<file path="src/rtl/pipeline_ctrl_gen.sv">
// rtl/pipeline_ctrl_gen.sv - per-stage stall/bubble generation and exception/ERET flush sequencing
// The redirect FSM waits out outstanding bus traffic, then holds flush for FLUSH_CYCLES cycles.
module pipeline_ctrl_gen #(
  parameter int                        STAGES         = 6,
  parameter int                        ADDR_WIDTH     = 32,
  parameter int                        EXC_TYPE_WIDTH = 32,
  parameter logic [EXC_TYPE_WIDTH-1:0] EXC_TYPE_NULL  = '0,
  parameter logic [EXC_TYPE_WIDTH-1:0] EXC_TYPE_ERET  = 32'h0000000e,
  parameter logic [ADDR_WIDTH-1:0]     INIT_PC        = 32'hbfc00000,
  parameter logic [ADDR_WIDTH-1:0]     EXC_PC         = 32'hbfc00380,
  parameter int                        FLUSH_CYCLES   = 1,
  parameter int                        CNT_WIDTH      = 32
) (
  input  logic                      clk,
  input  logic                      rst,
  input  logic [STAGES-1:0]         stall_req,
  input  logic                      bus_busy,
  input  logic [EXC_TYPE_WIDTH-1:0] exception_type,
  input  logic [ADDR_WIDTH-1:0]     cp0_epc,
  input  logic                      stat_clear,
  output logic [STAGES-1:0]         stall,
  output logic [STAGES-1:0]         bubble,
  output logic                      flush,
  output logic [ADDR_WIDTH-1:0]     exc_pc,
  output logic                      busy,
  output logic [CNT_WIDTH-1:0]      stall_count
);

  localparam int FCW = (FLUSH_CYCLES > 1) ? $clog2(FLUSH_CYCLES) : 1;
  localparam logic [FCW-1:0] FLUSH_LOAD = FCW'(FLUSH_CYCLES - 1);

  typedef enum logic [1:0] {
    S_IDLE     = 2'd0,
    S_WAIT_BUS = 2'd1,
    S_FLUSH    = 2'd2
  } state_t;

  state_t                  r_state;
  state_t                  w_state_next;
  logic [ADDR_WIDTH-1:0]   r_target;
  logic [ADDR_WIDTH-1:0]   w_target_next;
  logic [ADDR_WIDTH-1:0]   r_exc_pc;
  logic [FCW-1:0]          r_flush_cnt;
  logic [FCW-1:0]          w_flush_cnt_next;
  logic [CNT_WIDTH-1:0]    r_stall_count;
  logic [STAGES-1:0]       w_stall;
  logic [STAGES-1:0]       w_bubble;
  logic                    w_acc;

  always_comb begin
    w_state_next     = r_state;
    w_target_next    = r_target;
    w_flush_cnt_next = r_flush_cnt;
    w_stall          = '0;
    w_bubble         = '0;
    w_acc            = 1'b0;
    case (r_state)
      S_IDLE: begin
        // A request from stage k holds every younger stage 0..k behind it.
        for (int j = STAGES - 1; j >= 0; j--) begin
          w_acc      = w_acc | stall_req[j];
          w_stall[j] = w_acc;
        end
        for (int j = 1; j < STAGES; j++) begin
          w_bubble[j] = w_stall[j-1] & ~w_stall[j];
        end
        if (exception_type != EXC_TYPE_NULL) begin
          w_target_next = (exception_type == EXC_TYPE_ERET) ? cp0_epc : EXC_PC;
          if (bus_busy) begin
            w_state_next = S_WAIT_BUS;
          end else begin
            w_state_next     = S_FLUSH;
            w_flush_cnt_next = FLUSH_LOAD;
          end
        end
      end
      S_WAIT_BUS: begin
        w_stall = '1;
        if (!bus_busy) begin
          w_state_next     = S_FLUSH;
          w_flush_cnt_next = FLUSH_LOAD;
        end
      end
      S_FLUSH: begin
        if (r_flush_cnt == '0) begin
          w_state_next = S_IDLE;
        end else begin
          w_flush_cnt_next = r_flush_cnt - FCW'(1);
        end
      end
      default: begin
        w_state_next = S_IDLE;
      end
    endcase
  end

  always_ff @(posedge clk or negedge rst) begin
    if (!rst) begin
      r_state       <= S_IDLE;
      r_target      <= '0;
      r_flush_cnt   <= '0;
      r_exc_pc      <= INIT_PC;
      r_stall_count <= '0;
    end else begin
      r_state     <= w_state_next;
      r_target    <= w_target_next;
      r_flush_cnt <= w_flush_cnt_next;
      r_exc_pc    <= (w_state_next == S_FLUSH) ? w_target_next : INIT_PC;
      if (stat_clear) begin
        r_stall_count <= '0;
      end else if (w_stall[0] && !(&r_stall_count)) begin
        r_stall_count <= r_stall_count + CNT_WIDTH'(1);
      end
    end
  end

  assign stall       = w_stall;
  assign bubble      = w_bubble;
  assign flush       = (r_state == S_FLUSH);
  assign exc_pc      = r_exc_pc;
  assign busy        = (r_state != S_IDLE);
  assign stall_count = r_stall_count;

endmodule

</file>
<file path="config.mk">
export PLATFORM = sky130hd
export DESIGN_NAME = pipeline_ctrl_gen
export DESIGN_NICKNAME = d
export VERILOG_FILES = /design/src/rtl/pipeline_ctrl_gen.sv
export SDC_FILE = /design/constraint.sdc
export NUM_CORES = 1
export LEC_CHECK = 0
export ABC_AREA = 1
export CORE_MARGIN = 3
export CORE_UTILIZATION = 47
export DETAILED_ROUTE_END_ITERATION = 7
export PLACE_DENSITY = 0.86
export SLEW_MARGIN = 15
export SYNTH_ARGS = -nofsm -noshare
export SYNTH_HDL_FRONTEND = slang
export SYNTH_SLANG_ARGS = --single-unit
export TNS_END_PERCENT = 30
</file>
<file path="constraint.sdc">
create_clock -name clk -period 2.2 [get_ports clk]
set_input_delay 0.33 -clock clk [delete_from_list [all_inputs] [get_ports clk]]
set_output_delay 0.33 -clock clk [all_outputs]
set_load 0.01 [all_outputs]
</file>
==> summary.md <==
| Metric | Value |
|---|---|
| Gr usage total | `24.1%` |
| CP Launch Type | `input port` |
| Clock Skews | `0.0127 ns` |
| Syn Nets | `739` |
| Fin Hold WS | `-0.0245 ns` |
| DP Area | `6700 sq um` |
| Hold-fix buffers at CTS | `0` |
| Post-route DRC | `0` |
| Flop-to-flop setup slack | `0.35 ns` |
| Largest family of logic cells by synthesized area | `simple AND/OR/NAND/NOR gates` |
| Layout area overhead | `39.6%` |
| Commonest non-fill, non-tap cells in the layout | `243 x nand2_1, 140 x clkdlybuf4s50_1, 88 x dfrtp_1` |
| Mux cell area share after synthesis | `0%` |
| Fin. max-slew vios | `0` |
| Crit path required time | `1.87 ns` |
| Synth area leaders | `dfrtp_1 46%, nand2_1 19%, nor2_1 6.6%, inv_1 5.9%, nand3_1 5.7%` |
| Clock latency on the worst-skew pair | `0.38 ns` |
| Placed wire-length estimate | `10.3 mm` |
| Number of fill cells | `801` |
| Drt first pass iters | `4` |
| Slew @ Worst Pin | `0.548 ns` |
| Vias in the first global route | `4709` |
| Reg2Reg Depth | `12` |
| Final Hold Fails | `31` |
| Max IR drop VDD | `0.000408 V` |
| Rows | `36` |
| Core region area | `10000 sq um` |
| Die X | `109 microns` |
| Sequential share of the synthesized area | `50.3%` |
| Synth Area in Compound Gates | `2.78%` |
| XOR/XNOR Fraction of Synth Area | `2.12%` |
| Tot Pwr | `3.42 mW` |
| CP max FO | `3` |
| Die area | `11800 sq um` |
| Tcrit/Tclk final | `98.4%` |
| GP Congestion | `0.982` |
| Fin nets | `896` |
| DR iter-0 viols | `175` |
| RR Endpoint | `stall_count[23]` |
| WL per Instance | `14.1 microns` |
| Reg-to-reg startpoint | `stall_count[0]` |
| Routed Antenna Nets | `0` |
| I/O pin total | `152` |
| Worst path most repeated cell | `nand2_1` |
| Synth unique cells | `33` |
| CP max stage cell | `clkdlybuf4s50_1` |
| Clk root buf | `clkbuf_8` |
| Total grt overflow | `0` |
| Fmax | `0.462 GHz` |
| P per Cell Area | `494 nW/um^2` |
| Post-Route WL | `13.6 mm` |
| Area share of fa/ha/maj cells after synthesis | `0.253%` |
| CTS sink count | `99` |
| Post-Syn Instances | `664` |
| #FFs+latches synth | `99` |
| Crit path DAT | `1.84 ns` |
| TritonCTS buffer count | `9` |
| Crit-path cells | `clkdlybuf4s50_1 -> inv_1 -> nand2_1 -> nor2_1 -> nand2_1 -> nand2_1 -> nand2_1 -> clkdlybuf4s50_1` |
| Avg Cell Area, Syn | `7.45 sq um` |
| Synth area leader | `dfrtp_1` |
| Clock transition at path regs | `0.10 ns` |
| Hold WC Path Type | `input port to async pin` |
| Ratio of cells with drive above 1 in the final layout | `7.75%` |
| RSZ-0062 raised after global routing | `yes` |
| Post-layout min period | `2.17 ns` |
| Netlist Area Pre-Place | `4950 sq um` |
| Postcts setup bufs | `0` |
| Syn. warnings | `0` |
| CTS HTree Levels | `3` |
| Failing checks | `negative hold slack` |
| First-pass GRT wire length | `22.2 mm` |
| Final setup vio count | `0` |
| Leakage | `3.35 nW` |
| Port Buffers | `150` |
| Max-cap violation count | `0` |
| Relative slew slack | `63.2%` |
| Crit path largest cell delay | `0.54 ns` |
| Worst setup EP type | `output port` |
| Critical path type | `input port to output port` |
| Antenna diode count | `0` |
| Simple-Gate Fraction of Synth Area | `35.8%` |
| Outcome | `complete, but fails checks` |
| Commonest non-fill, non-tap cell in the layout | `nand2_1` |
| Synth top area share | `45.5%` |
| Initial antenna violation count | `0` |
| Drt via density | `4.96` |
| Clock tree buffer depth | `2` |
| CTS tree | `done` |
| Via count | `4755` |
| Design Area, Final | `6910 sq um` |
| Largest net degree at the start of global routing | `100` |
| Die span in y | `109 microns` |
| Initial Util | `49.5%` |
==> metal layers <==
layer  GRT usage, %  routed length, microns
met1           28.8                    5360
met2           41.3                    6740
met3           7.76                    1150
met4           7.66                     306
met5              0                       0
==> final cells by class <==
type	count	area (sq um)	area share, %
timing repair buffer	168	1710	24.7
clock inverter	7	70.1	1.01
clock buffer	9	124	1.79
inverter	80	304	4.40
tap	133	166	2.41
multi-input combinational	463	2040	29.6
sequential	99	2490	36.1
==> worst max path at each step <==
stage                       to      startpoint  slack [ns]
3_3_place_gp         bubble[1]    stall_req[5]       -0.07
5_1_grt               stall[2]    stall_req[5]       -0.05
3_5_place_dp         bubble[1]    stall_req[5]       -0.09
4_1_cts               stall[0]    stall_req[5]        0.02
6_report              stall[2]    stall_req[5]        0.03
2_1_floorplan  stall_count[29]  stall_count[0]        0.52
==> kinds of logic after synthesis <==
logic type	after synthesis
AND/OR/NAND/NOR	425
buffers and inverters	102
flip-flops	99
AO/OA/AOI/OAI	24
XOR/XNOR	12
adder cells (fa/ha/maj)	1
other	1
==> sequential cells by signal, summed over array words and instances, names as in the netlist <==
register,cells
exc_pc,32
r_target,32
stall_count,32
r_flush_cnt,1
r_state,2
==> what timing repair did <==
action / CTS / global route
pin swaps: 0 / 0
endpoints found under the setup margin: 9 / 5
endpoints found under the hold margin: 0 / 0
resized for setup: 8 / 7
==> stage by stage <==
step           setup slack, ns  cells  setup TNS, ns  utilization, %
4_1_cts                 0.0155    959              0            69.0
3_5_place_dp           -0.0886    943         -0.139            67.0
3_3_place_gp           -0.0711    943         -0.128            67.0
5_1_grt                -0.0515    959        -0.0515            69.1
2_1_floorplan            0.520    664              0               -
6_report                0.0345    959              0            69.1
==> critical path, delay by kind of cell <==
kind	cells	cell delay, ns
buffers and inverters	3	1.08
and+or+nand+nor	5	0.43
==> cell usage after synthesis, drive strengths merged <==
library cell / count
nor3: 6
nand4: 18
and3: 1
a21o: 5
nor4: 1
dfrtp: 90
xor2: 6
buf: 20
o21ai: 18
a31oi: 1
inv: 79
conb: 1
nand2: 248
dfstp: 9
nor2: 93
or2: 1
xnor2: 6
clkbuf: 2
clkinv: 1
nand3: 56
ha: 1
nor3b: 1
==> report_power, final <==
part	internal [mW]	total, mW	leakage [nW]	switching (mW)
Clock	0.443	1.14	0.100	0.699
Sequential	1.83	1.85	1.28	0.0155
Combinational	0.217	0.425	1.97	0.208
No activity file was read; power rests on OpenSTA's default activity.
